### config.mk
export PLATFORM = sky130hd
export DESIGN_NAME = fc_core_scheduler
export DESIGN_NICKNAME = d
export VERILOG_FILES = /design/src/rtl/fc_core_scheduler.sv
export SDC_FILE = /design/constraint.sdc
export NUM_CORES = 1
export LEC_CHECK = 0
export ABC_AREA = 0
export CAP_MARGIN = 20
export CORE_MARGIN = 2
export CORE_UTILIZATION = 35
export CTS_CLUSTER_DIAMETER = 80
export DETAILED_ROUTE_END_ITERATION = 10
export PLACE_DENSITY_LB_ADDON = 0.15
export SETUP_SLACK_MARGIN = 0.5
export SYNTH_ARGS = -nofsm -noshare
export SYNTH_HDL_FRONTEND = slang
export SYNTH_SLANG_ARGS = --single-unit
### constraint.sdc
create_clock -name clk -period 7.84 [get_ports clk]
set_input_delay 1.176 -clock clk [delete_from_list [all_inputs] [get_ports clk]]
set_output_delay 1.176 -clock clk [all_outputs]
set_load 0.02 [all_outputs]
### src/rtl/fc_core_scheduler.sv
// Shared fully-connected MAC engine: round-robin arbitration among cores, serial
// N_TAPS-term multiply-accumulate with a writable weight/bias table, saturated result.
module fc_core_scheduler #(
   parameter int unsigned NUM_CORES = 4,
   parameter int unsigned N_TAPS    = 9
) (
   input  logic                        clk,
   input  logic                        rst_n,
   input  logic [NUM_CORES-1:0]        req,
   input  logic [NUM_CORES-1:0]        in_valid,
   input  logic [NUM_CORES*8-1:0]      in_data,
   output logic [NUM_CORES-1:0]        in_ready,
   output logic [NUM_CORES-1:0]        gnt,
   input  logic                        cfg_we,
   input  logic [3:0]                  cfg_addr,
   input  logic [7:0]                  cfg_wdata,
   output logic                        cfg_err,
   output logic                        res_valid,
   input  logic                        res_ready,
   output logic signed [15:0]          res_data,
   output logic [2:0]                  res_core,
   output logic                        busy
);

   localparam int unsigned CW = (NUM_CORES > 2) ? $clog2(NUM_CORES) : 1;
   localparam int unsigned DW = 8;
   localparam int unsigned PW = 16;
   localparam int unsigned AW = 20;
   localparam int unsigned IW = 4;

   typedef enum logic [1:0] {IDLE, MAC, BIAS, OUT} state_t;

   state_t                  state_q, state_d;
   logic [NUM_CORES-1:0]    gnt_d, in_ready_d;
   logic [CW-1:0]           g_q, g_d, rr_q, rr_d, pick;
   logic [IW-1:0]           idx_q, idx_d;
   logic signed [AW-1:0]    acc_q, acc_d, acc_b;
   logic                    res_valid_d, cfg_err_d, busy_d, cfg_ok, found;
   logic signed [PW-1:0]    res_data_d, prod;
   logic [2:0]              res_core_d;
   logic signed [DW-1:0]    sample;
   logic signed [DW-1:0]    w_q [N_TAPS+1];
   int unsigned             j;

   // Next-state, datapath and output decode
   always_comb begin
      state_d     = state_q;
      gnt_d       = gnt;
      in_ready_d  = in_ready;
      g_d         = g_q;
      rr_d        = rr_q;
      idx_d       = idx_q;
      acc_d       = acc_q;
      res_valid_d = res_valid;
      res_data_d  = res_data;
      res_core_d  = res_core;
      pick        = '0;
      found       = 1'b0;
      j           = 0;

      // Round-robin search starting at rr_q
      for (int unsigned k = 0; k < NUM_CORES; k++) begin
         j = 32'(rr_q) + k;
         if (j >= NUM_CORES) j = j - NUM_CORES;
         if (!found && req[j]) begin
            found = 1'b1;
            pick  = CW'(j);
         end
      end

      sample = in_data[DW*32'(g_q) +: DW];
      prod   = sample * w_q[idx_q];
      acc_b  = acc_q + $signed({{(AW-DW){w_q[N_TAPS][DW-1]}}, w_q[N_TAPS]});

      case (state_q)
         IDLE: begin
            if (found) begin
               state_d    = MAC;
               g_d        = pick;
               gnt_d      = NUM_CORES'(1) << pick;
               in_ready_d = NUM_CORES'(1) << pick;
               acc_d      = '0;
               idx_d      = '0;
            end
         end
         MAC: begin
            if (in_valid[g_q] && in_ready[g_q]) begin
               acc_d = acc_q + $signed({{(AW-PW){prod[PW-1]}}, prod});
               idx_d = idx_q + IW'(1);
               if (idx_q == IW'(N_TAPS - 1)) begin
                  state_d    = BIAS;
                  in_ready_d = '0;
               end
            end
         end
         BIAS: begin
            acc_d       = acc_b;
            state_d     = OUT;
            res_valid_d = 1'b1;
            res_core_d  = 3'(g_q);
            if (acc_b > 20'sd32767)       res_data_d = 16'sh7fff;
            else if (acc_b < -20'sd32768) res_data_d = 16'sh8000;
            else                          res_data_d = acc_b[PW-1:0];
         end
         OUT: begin
            if (res_ready) begin
               res_valid_d = 1'b0;
               gnt_d       = '0;
               rr_d        = (g_q == CW'(NUM_CORES - 1)) ? '0 : g_q + CW'(1);
               state_d     = IDLE;
            end
         end
         default: state_d = IDLE;
      endcase

      cfg_ok    = cfg_we && (state_q == IDLE) && (cfg_addr <= IW'(N_TAPS));
      cfg_err_d = cfg_we && !cfg_ok;
      busy_d    = (state_d != IDLE);
   end

   always_ff @(posedge clk or negedge rst_n) begin
      if (!rst_n) begin
         state_q   <= IDLE;
         gnt       <= '0;
         in_ready  <= '0;
         g_q       <= '0;
         rr_q      <= '0;
         idx_q     <= '0;
         acc_q     <= '0;
         res_valid <= 1'b0;
         res_data  <= '0;
         res_core  <= '0;
         cfg_err   <= 1'b0;
         busy      <= 1'b0;
      end else begin
         state_q   <= state_d;
         gnt       <= gnt_d;
         in_ready  <= in_ready_d;
         g_q       <= g_d;
         rr_q      <= rr_d;
         idx_q     <= idx_d;
         acc_q     <= acc_d;
         res_valid <= res_valid_d;
         res_data  <= res_data_d;
         res_core  <= res_core_d;
         cfg_err   <= cfg_err_d;
         busy      <= busy_d;
      end
   end

   // Weight/bias table; writes land only while idle
   always_ff @(posedge clk or negedge rst_n) begin
      if (!rst_n) begin
         for (int unsigned i = 0; i <= N_TAPS; i++) w_q[i] <= '0;
      end else if (cfg_ok) begin
         w_q[cfg_addr] <= cfg_wdata;
      end
   end

endmodule

==> results of run 1 <==
## state kept, by name, indices dropped and copies added (netlist names)
signal,count
w_q,80
acc_q,20
res_data,16
gnt,4
idx_q,4
in_ready,4
g_q,2
res_core,2
rr_q,2
state_q,2
busy,1
cfg_err,1
res_valid,1
## through the flow
stage | setup WS, ns | hold slack, ns
2_1_floorplan | 1.12 | 0.474
3_3_place_gp | 0.818 | 0.482
3_5_place_dp | 0.739 | 0.479
4_1_cts | 0.979 | 0.497
5_1_grt | 0.579 | 0.510
6_report | 1.00 | 0.493
## critical path, cell delays in order, from the launching register on
cell and delay, ns:
dfrtp_1 0.64, nor2_1 0.56, a22oi_1 0.16, o2bb2ai_1 0.49, nor2b_1 0.20, buf_4 0.25, inv_1 0.09, fa_1 0.50
inv_1 0.05, fa_1 0.52, fa_1 0.45, fa_1 0.58, fa_1 0.43, ha_1 0.35, a21boi_0 0.26, o21ai_0 0.20
a21oi_1 0.23, o21ai_0 0.13, a21oi_1 0.17, mux2_2 0.35, a21oi_1 0.12
## worst min path at each step
stage / start / to / slack (ns) / cells past startpoint
CTS: gnt[2] / gnt[2] / 0.50 / 2
finish: gnt[0] / gnt[0] / 0.49 / 2
global placement: w_q[63] / w_q[63] / 0.48 / 1
floorplan: w_q[56] / w_q[56] / 0.47 / 1
detailed placement: gnt[2] / gnt[2] / 0.48 / 2
global route: w_q[63] / w_q[63] / 0.51 / 1
## routing by layer
metal / routed length (um) / global-route usage / vias to the layer above
li1: - / - / 3992
met3: 1120 / 0.0283 / 23
met4: 491 / 0.0524 / 0
met1: 14700 / 0.268 / 4174
met5: 0 / 0 / -
met2: 13000 / 0.278 / 139
## Yosys cell counts (22+ instances only)
master      n  share of area
a21oi_1    45          0.020
o21ai_0    47          0.021
clkbuf_1   23         0.0075
nand2_1    78          0.026
dfrtp_1   139           0.30
nand3_1    22         0.0096
inv_1     113          0.037
fa_1       89           0.16
ha_1       73          0.080
nor2_1     84          0.028
mux2_2    100          0.098
## area by class of cell
cell class / instances / area (um2)
Clock buffer: 17 / 425
Multi-Input combinational cell: 808 / 7340
Inverter: 113 / 424
Timing Repair Buffer: 100 / 962
Fill cell: 3207 / 19000
Tap cell: 442 / 553
Sequential cell: 139 / 3480
Clock inverter: 15 / 161
## kinds of logic after synthesis
kind of cell,synth area share
AND/OR/NAND/NOR,0.114
AO/OA/AOI/OAI,0.127
adder cells (fa/ha/maj),0.236
buffers and inverters,0.0543
flip-flops,0.304
multiplexers,0.140
XOR/XNOR,0.0237
other,0.000328
==> results.toml, run 1 <==
[detailed_routing]
drtIter0Drc = 391
avgViaCountPerCell = 5.10
ant_nets = 0
wl_mm = 29.4
drc_errors = 0
drt-wirelength-per-cell_um = 18.0
drtPass1Iterations = 5
vias = 8328

[status]
outcome = "finished clean"

[die]
design.core.area_mm2 = 0.0324
initial_core_util = 0.353
fp-row-count = 66
die_w_um = 185
num_io_pins = 86
dieArea_mm2 = 0.0341
fp.dieH_um = 185

[setup_path]
cp.required_ns = 8.20
reg2reg_slack_ns = 1.0
worst_setup_path_start_kind = "register"
r2r_end = "acc_q[16]"
end_kind = "register"
arrival_ns = 7.20
worstReg2RegStart = "idx_q[1]"
path_class = "reg2reg"
startpoint = "idx_q[1]"
reg2regPathDepth = 20
crit_end = "acc_q[16]"
crit_fanout = 15

[timing]
max_freq_mhz = 146
worstMarginPinSlew_ns = 1.08
fin_worst_skew_ns = 0.0148
setup-tns-final_ns = 0
setup_viol = 0
slew_headroom = 0.272
grt_setup_unrepaired = "false"
finalHoldViolations = 0
final-max-slew-violation-count = 0
fin_crit_sh = 0.873
fin_crit_ns = 6.84

[grt]
grtUsageTotal = 0.182
antenna_found_initial = 0
grt_max_degree = 94
grt_pass1_wl_mm = 48.0
grt_overflow_total = 0
first_global_vias = 8710

[cells_and_area]
fin_cells = 1634
final_common_cell = "dfrtp_1"
drive_above_1_share = 0.153
layout.nets = 1397
areaGrowthSynthToFinish_pct = 16.7
final_area_mm2 = 0.0133
mostFrequentLayoutCells = "dfrtp_1 (139), inv_1 (113), mux2_2 (100)"
final_util = 0.412
antennaDiodeCount = 0

[clock_network]
htreeDepth = 4
clockBufferDepth = 2
cts_tree = "yes"
root_buffer = "clkbuf_16"
insertion_delay_ns = 0.44
clkTransAtPathRegs_ns = 0.07
cts_buffers = 17
hold_buffers = 0
cts_resized = 0
post_cts_buffers = 0
cts_sinks = 139

[placed_design]
dp_hpwl_mm = 23.2
io_buffers = 84
dpl-instance-area_mm2 = 0.0128
post-place-cells = 1602
gp_congestion = 0.830

[logic_synthesis]
synthCells = 1105
synth_nets = 1323
ys_seq_elements = 139
synth_enable_flop_cells = 0
avgSynthCellArea_um2 = 10.3
ys_async_sr_fraction = 1.00
synth_flop_cell = "dfrtp_1"
yosys.cell_types.count = 73
synth_warnings = 0
synth_seq_area_share = 0.304
netlist_area_mm2 = 0.0114

[worst_hold_path]
hold_path.class = "reg2reg"

[job]
maxCapViolCount = 0
Power of run 1 is left out: the tool's default activity adds up to more than one toggle a clock period on the data nets, which glitch-free logic cannot reach.
==> inputs of run 2 (changes only) <==
--- a/config.mk
+++ b/config.mk
@@ -7,7 +7,7 @@
 export LEC_CHECK = 0
 export ABC_AREA = 0
 export CAP_MARGIN = 20
-export CORE_MARGIN = 2
+export CORE_MARGIN = 3
 export CORE_UTILIZATION = 35
 export CTS_CLUSTER_DIAMETER = 80
 export DETAILED_ROUTE_END_ITERATION = 10
==> run 2 against run 1 <==
Net effect: wire length is 1.6% lower; hold slack worse by 0.010 ns; maximum frequency is 1.2% higher; global-route usage is 1.2 points lower; critical endpoint unchanged; largest cell class unchanged.
==> results.toml, run 2 (same netlist as run 1, synthesis figures left out) <==
[die]
fp.dieH_um = 187
num_io_pins = 86
initial_core_util = 0.359
die_w_um = 187
dieArea_mm2 = 0.0349
design.core.area_mm2 = 0.0319
fp-row-count = 65

[timing]
setup-tns-final_ns = 0
worstMarginPinSlew_ns = 0.918
finalWorstSetupSlack_ns = 1.08
fin_crit_ns = 6.76
finalHoldViolations = 0
fin_crit_sh = 0.862
fin_worst_skew_ns = 0.0208
final-max-slew-violation-count = 0
setup_viol = 0
slew_headroom = 0.386
hold_slack_ns = 0.483
grt_setup_unrepaired = "false"
max_freq_mhz = 148

[cells_and_area]
areaGrowthSynthToFinish_pct = 16.5
mostFrequentLayoutCells = "dfrtp_1 (139), inv_1 (113), mux2_2 (100)"
largest_reg_flops = 80
final_util = 0.418
antennaDiodeCount = 0
largestRegisters = "w_q (80), acc_q (20), res_data (16)"
drive_above_1_share = 0.151
final_common_cell = "dfrtp_1"
top_register = "w_q"
layout.nets = 1395

[detailed_routing]
drtIter0Drc = 354
drtPass1Iterations = 4
drc_errors = 0
drt-wirelength-per-cell_um = 17.8
avgViaCountPerCell = 5.12
wl_mm = 28.9
ant_nets = 0
vias = 8325

[clock_network]
hold_buffers = 0
cts_buffers = 17
clkTransAtPathRegs_ns = 0.07
htreeDepth = 4
cts_tree = "yes"
insertion_delay_ns = 0.43
post_cts_buffers = 0
root_buffer = "clkbuf_16"
cts_sinks = 139
cts_resized = 0
clockBufferDepth = 2

[worst_hold_path]
hold_start = "gnt[2]"
hold_path.class = "reg2reg"

[placed_design]
io_buffers = 84
dp_slack_ns = 0.787
dp_hpwl_mm = 22.7
gp_congestion = 0.835

[setup_path]
crit_fanout = 15
startpoint = "idx_q[1]"
arrival_ns = 7.10
end_kind = "register"
path_class = "reg2reg"
worstReg2RegStart = "idx_q[1]"
cp.required_ns = 8.19
worst_setup_path_start_kind = "register"

[job]
maxCapViolCount = 0

[status]
outcome = "finished clean"

[grt]
first_global_vias = 8435
grtUsageTotal = 0.171
antenna_found_initial = 0
grt_max_degree = 96
grt_overflow_total = 0
grt_pass1_wl_mm = 47.6
run 2: changes by cell type in the layout (fill, tap and decap cells not counted):
cell        before  now
clkinv_4         5    2
clkinvlp_4       2    5
clkinv_2         1    0
buf_4           16   13
buf_12           0    1
inv_8            3    4
clkinv_8         1    0
inv_6            2    3
run 2: worst max-delay path: stages, from the launching register on:
cell      delay, ns
dfrtp_1        0.80
buf_4          0.34
mux2_2         0.35
a21oi_1        0.24
o22ai_1        0.20
and2_1         0.25
fa_1           0.54
inv_1          0.05
fa_1           0.47
inv_1          0.06
fa_1           0.51
fa_1           0.60
fa_1           0.43
ha_1           0.35
a21boi_0       0.26
o21ai_0        0.11
buf_4          0.15
a21oi_1        0.19
o21ai_0        0.14
a21oi_1        0.16
mux2_2         0.34
a21oi_1        0.12
run 2: final cells by class:
class | count | area (um2)
Tap cell | 435 | 544
Sequential cell | 139 | 3480
Clock inverter | 15 | 156
Inverter | 113 | 424
Multi-Input combinational cell | 808 | 7340
Fill cell | 3167 | 18600
Timing Repair Buffer | 98 | 960
Clock buffer | 17 | 425
run 2: worst paths after layout:
check	end	slack, ns	cells after the start
hold / removal	gnt[2]	0.48	2
hold reg to reg	gnt[2]	0.48	2
max in group asynchronous	w_q[41]	5.83	2
setup / recovery	acc_q[16]	1.08	21
setup reg to reg	acc_q[16]	1.08	21
min in group asynchronous	rr_q[0]	0.84	1
run 2: stage by stage:
step	cell area, um2	instances
final	13300	1625
after global routing	13300	1625
after CTS	13300	1625
after detailed placement	12700	1593
after global placement	12700	1593
after floorplan	11400	1105
run 2: routing by layer:
layer / GRT usage / wire [um] / vias to the layer above
li1: - / - / 3996
met1: 0.257 / 14700 / 4162
met2: 0.253 / 12600 / 144
met3: 0.0312 / 1130 / 23
met4: 0.0442 / 453 / 0
met5: 0 / 0 / -
Power of run 2 is left out for the same reason.
==> inputs of run 3 (changes only) <==
==> constraint.sdc (replaced) <==
create_clock -name clk -period 7.6 [get_ports clk]
set_input_delay 1.14 -clock clk [delete_from_list [all_inputs] [get_ports clk]]
set_output_delay 1.14 -clock clk [all_outputs]
set_load 0.02 [all_outputs]
==> run 3 against run 2 <==
Net effect: register-to-register slack is essentially flat; setup slack worse by 0.036 ns; first-iteration DRC count increased by 3.4%; count of clock-buffer cells in the layout did not move; utilization grew 0.067 points; sequential cell count unchanged; critical path depth fell by 3; critical endpoint unchanged.
==> results.toml, run 3 (same netlist as run 1, synthesis figures left out) <==
[setup_path]
reg2regPathDepth = 20
cpMostUsedCell = "fa_1"
startpoint = "in_data[0]"
crit_fanout = 8
path_delay_family = "adder cells"
r2r_end = "acc_q[16]"
path_cells = "clkdlybuf4s50_1, mux4_2, or2_2, fa_1, fa_1, inv_1, fa_1, fa_1, fa_1, ha_1, a21boi_0, o21ai_0, buf_4, a21oi_1, o21ai_0, a21oi_1, mux2_2, a21oi_1"
path_class = "in2reg"
reg2reg_slack_ns = 1.07
arrival_ns = 6.91
worst_setup_path_start_kind = "primary input"
cpPeakStageDelay_ns = 0.58
end_kind = "register"
worstReg2RegStart = "idx_q[0]"
cp.required_ns = 7.96
critPathSlowestCell = "fa_1"
path_buf_inv = 3

[timing]
setup_viol = 0
fin_worst_skew_ns = 0.0117
slew_headroom = 0.391
fin_crit_ns = 6.55
finalHoldViolations = 0
fin_crit_sh = 0.862
setup-tns-final_ns = 0
max_freq_mhz = 153
grt_setup_unrepaired = "false"
hold_slack_ns = 0.487
final-max-slew-violation-count = 0
worstMarginPinSlew_ns = 0.910

[worst_hold_path]
hold_start = "gnt[2]"
hold_path.class = "reg2reg"
min_delay_path_depth = 2
min_delay_worst_endpoint = "gnt[2]"

[detailed_routing]
drc_errors = 0
wl_mm = 29.0
vias = 8271
drtIter0Drc = 366
drt-wirelength-per-cell_um = 17.8
ant_nets = 0
drtPass1Iterations = 4
avgViaCountPerCell = 5.08

[die]
fp-row-count = 65
die_w_um = 187
design.core.area_mm2 = 0.0319
initial_core_util = 0.359
num_io_pins = 86
fp.dieH_um = 187
dieArea_mm2 = 0.0349

[clock_network]
clkTransAtPathRegs_ns = 0.07
hold_buffers = 0
root_buffer = "clkbuf_16"
cts_buffers = 17
cts_tree = "yes"
htreeDepth = 4
insertion_delay_ns = 0.43
cts_sinks = 139
post_cts_buffers = 0
clockBufferDepth = 2
cts_resized = 0

[grt]
grt_overflow_total = 0
first_global_vias = 8678
antenna_found_initial = 0
grt_pass1_wl_mm = 48.1
grtUsageTotal = 0.171
grt_max_degree = 74

[cells_and_area]
antennaDiodeCount = 0
final_common_cell = "dfrtp_1"
final_util = 0.419
largestRegisters = "w_q (80), acc_q (20), res_data (16)"
mostFrequentLayoutCells = "dfrtp_1 (138), inv_1 (113), mux2_2 (100)"
drive_above_1_share = 0.154
final_area_mm2 = 0.0133
largest_reg_flops = 80
top_register = "w_q"
areaGrowthSynthToFinish_pct = 16.7
layout.nets = 1398

[placed_design]
gp_congestion = 0.841
dpl-instance-area_mm2 = 0.0128
io_buffers = 84
dp_hpwl_mm = 22.8

[status]
outcome = "finished clean"

[job]
maxCapViolCount = 0
==> run 3: changes by cell type in the layout (fill, tap and decap cells not counted) <==
cell,previous run,this run
clkinvlp_4,5,2
clkbuf_4,0,1
inv_6,3,5
bufinv_16,1,0
dfrtp_2,0,1
buf_4,13,15
dfrtp_1,139,138
clkinv_8,0,2
==> run 3: layout make-up <==
cell class,count,area (um2)
fillers,3143,18500
multi-input cells,808,7340
clock buffers,17,425
repair buffers,101,982
flip-flops and latches,139,3480
clock inverters,15,154
inverters,113,424
well taps,435,544
==> run 3: metal layers <==
metal,routed length (um),up-vias,global-route usage
li1,-,4002,-
met3,1130,22,0.0301
met2,12600,147,0.255
met1,14900,4100,0.259
met5,0,-,0
met4,382,0,0.0381
==> run 3: worst reg2reg max path, delay by kind of cell (launching register included) <==
family	cells	cell delay, ns
muxes	2	0.93
adders and majority gates	6	2.90
DFF	1	0.59
and+or+nand+nor	1	0.24
AOI/OAI and AO/OA	8	1.54
buffers and inverters	3	0.26
==> run 3: how the worst max path moves through the flow <==
stage | slack [ns] | depth (start not counted) | end
floorplan | 0.88 | 21 | acc_q[16]
global placement | 0.59 | 18 | acc_q[16]
detailed placement | 0.56 | 18 | acc_q[16]
CTS | 0.81 | 20 | acc_q[16]
global route | 0.67 | 20 | acc_q[16]
finish | 1.05 | 18 | acc_q[16]
==> run 3: metrics by stage <==
step | cells | setup WS (ns)
floorplan | 1105 | 0.882
global placement | 1595 | 0.592
detailed placement | 1595 | 0.565
CTS | 1627 | 0.814
global route | 1628 | 0.667
finish | 1628 | 1.05
Power of run 3 is left out for the same reason.
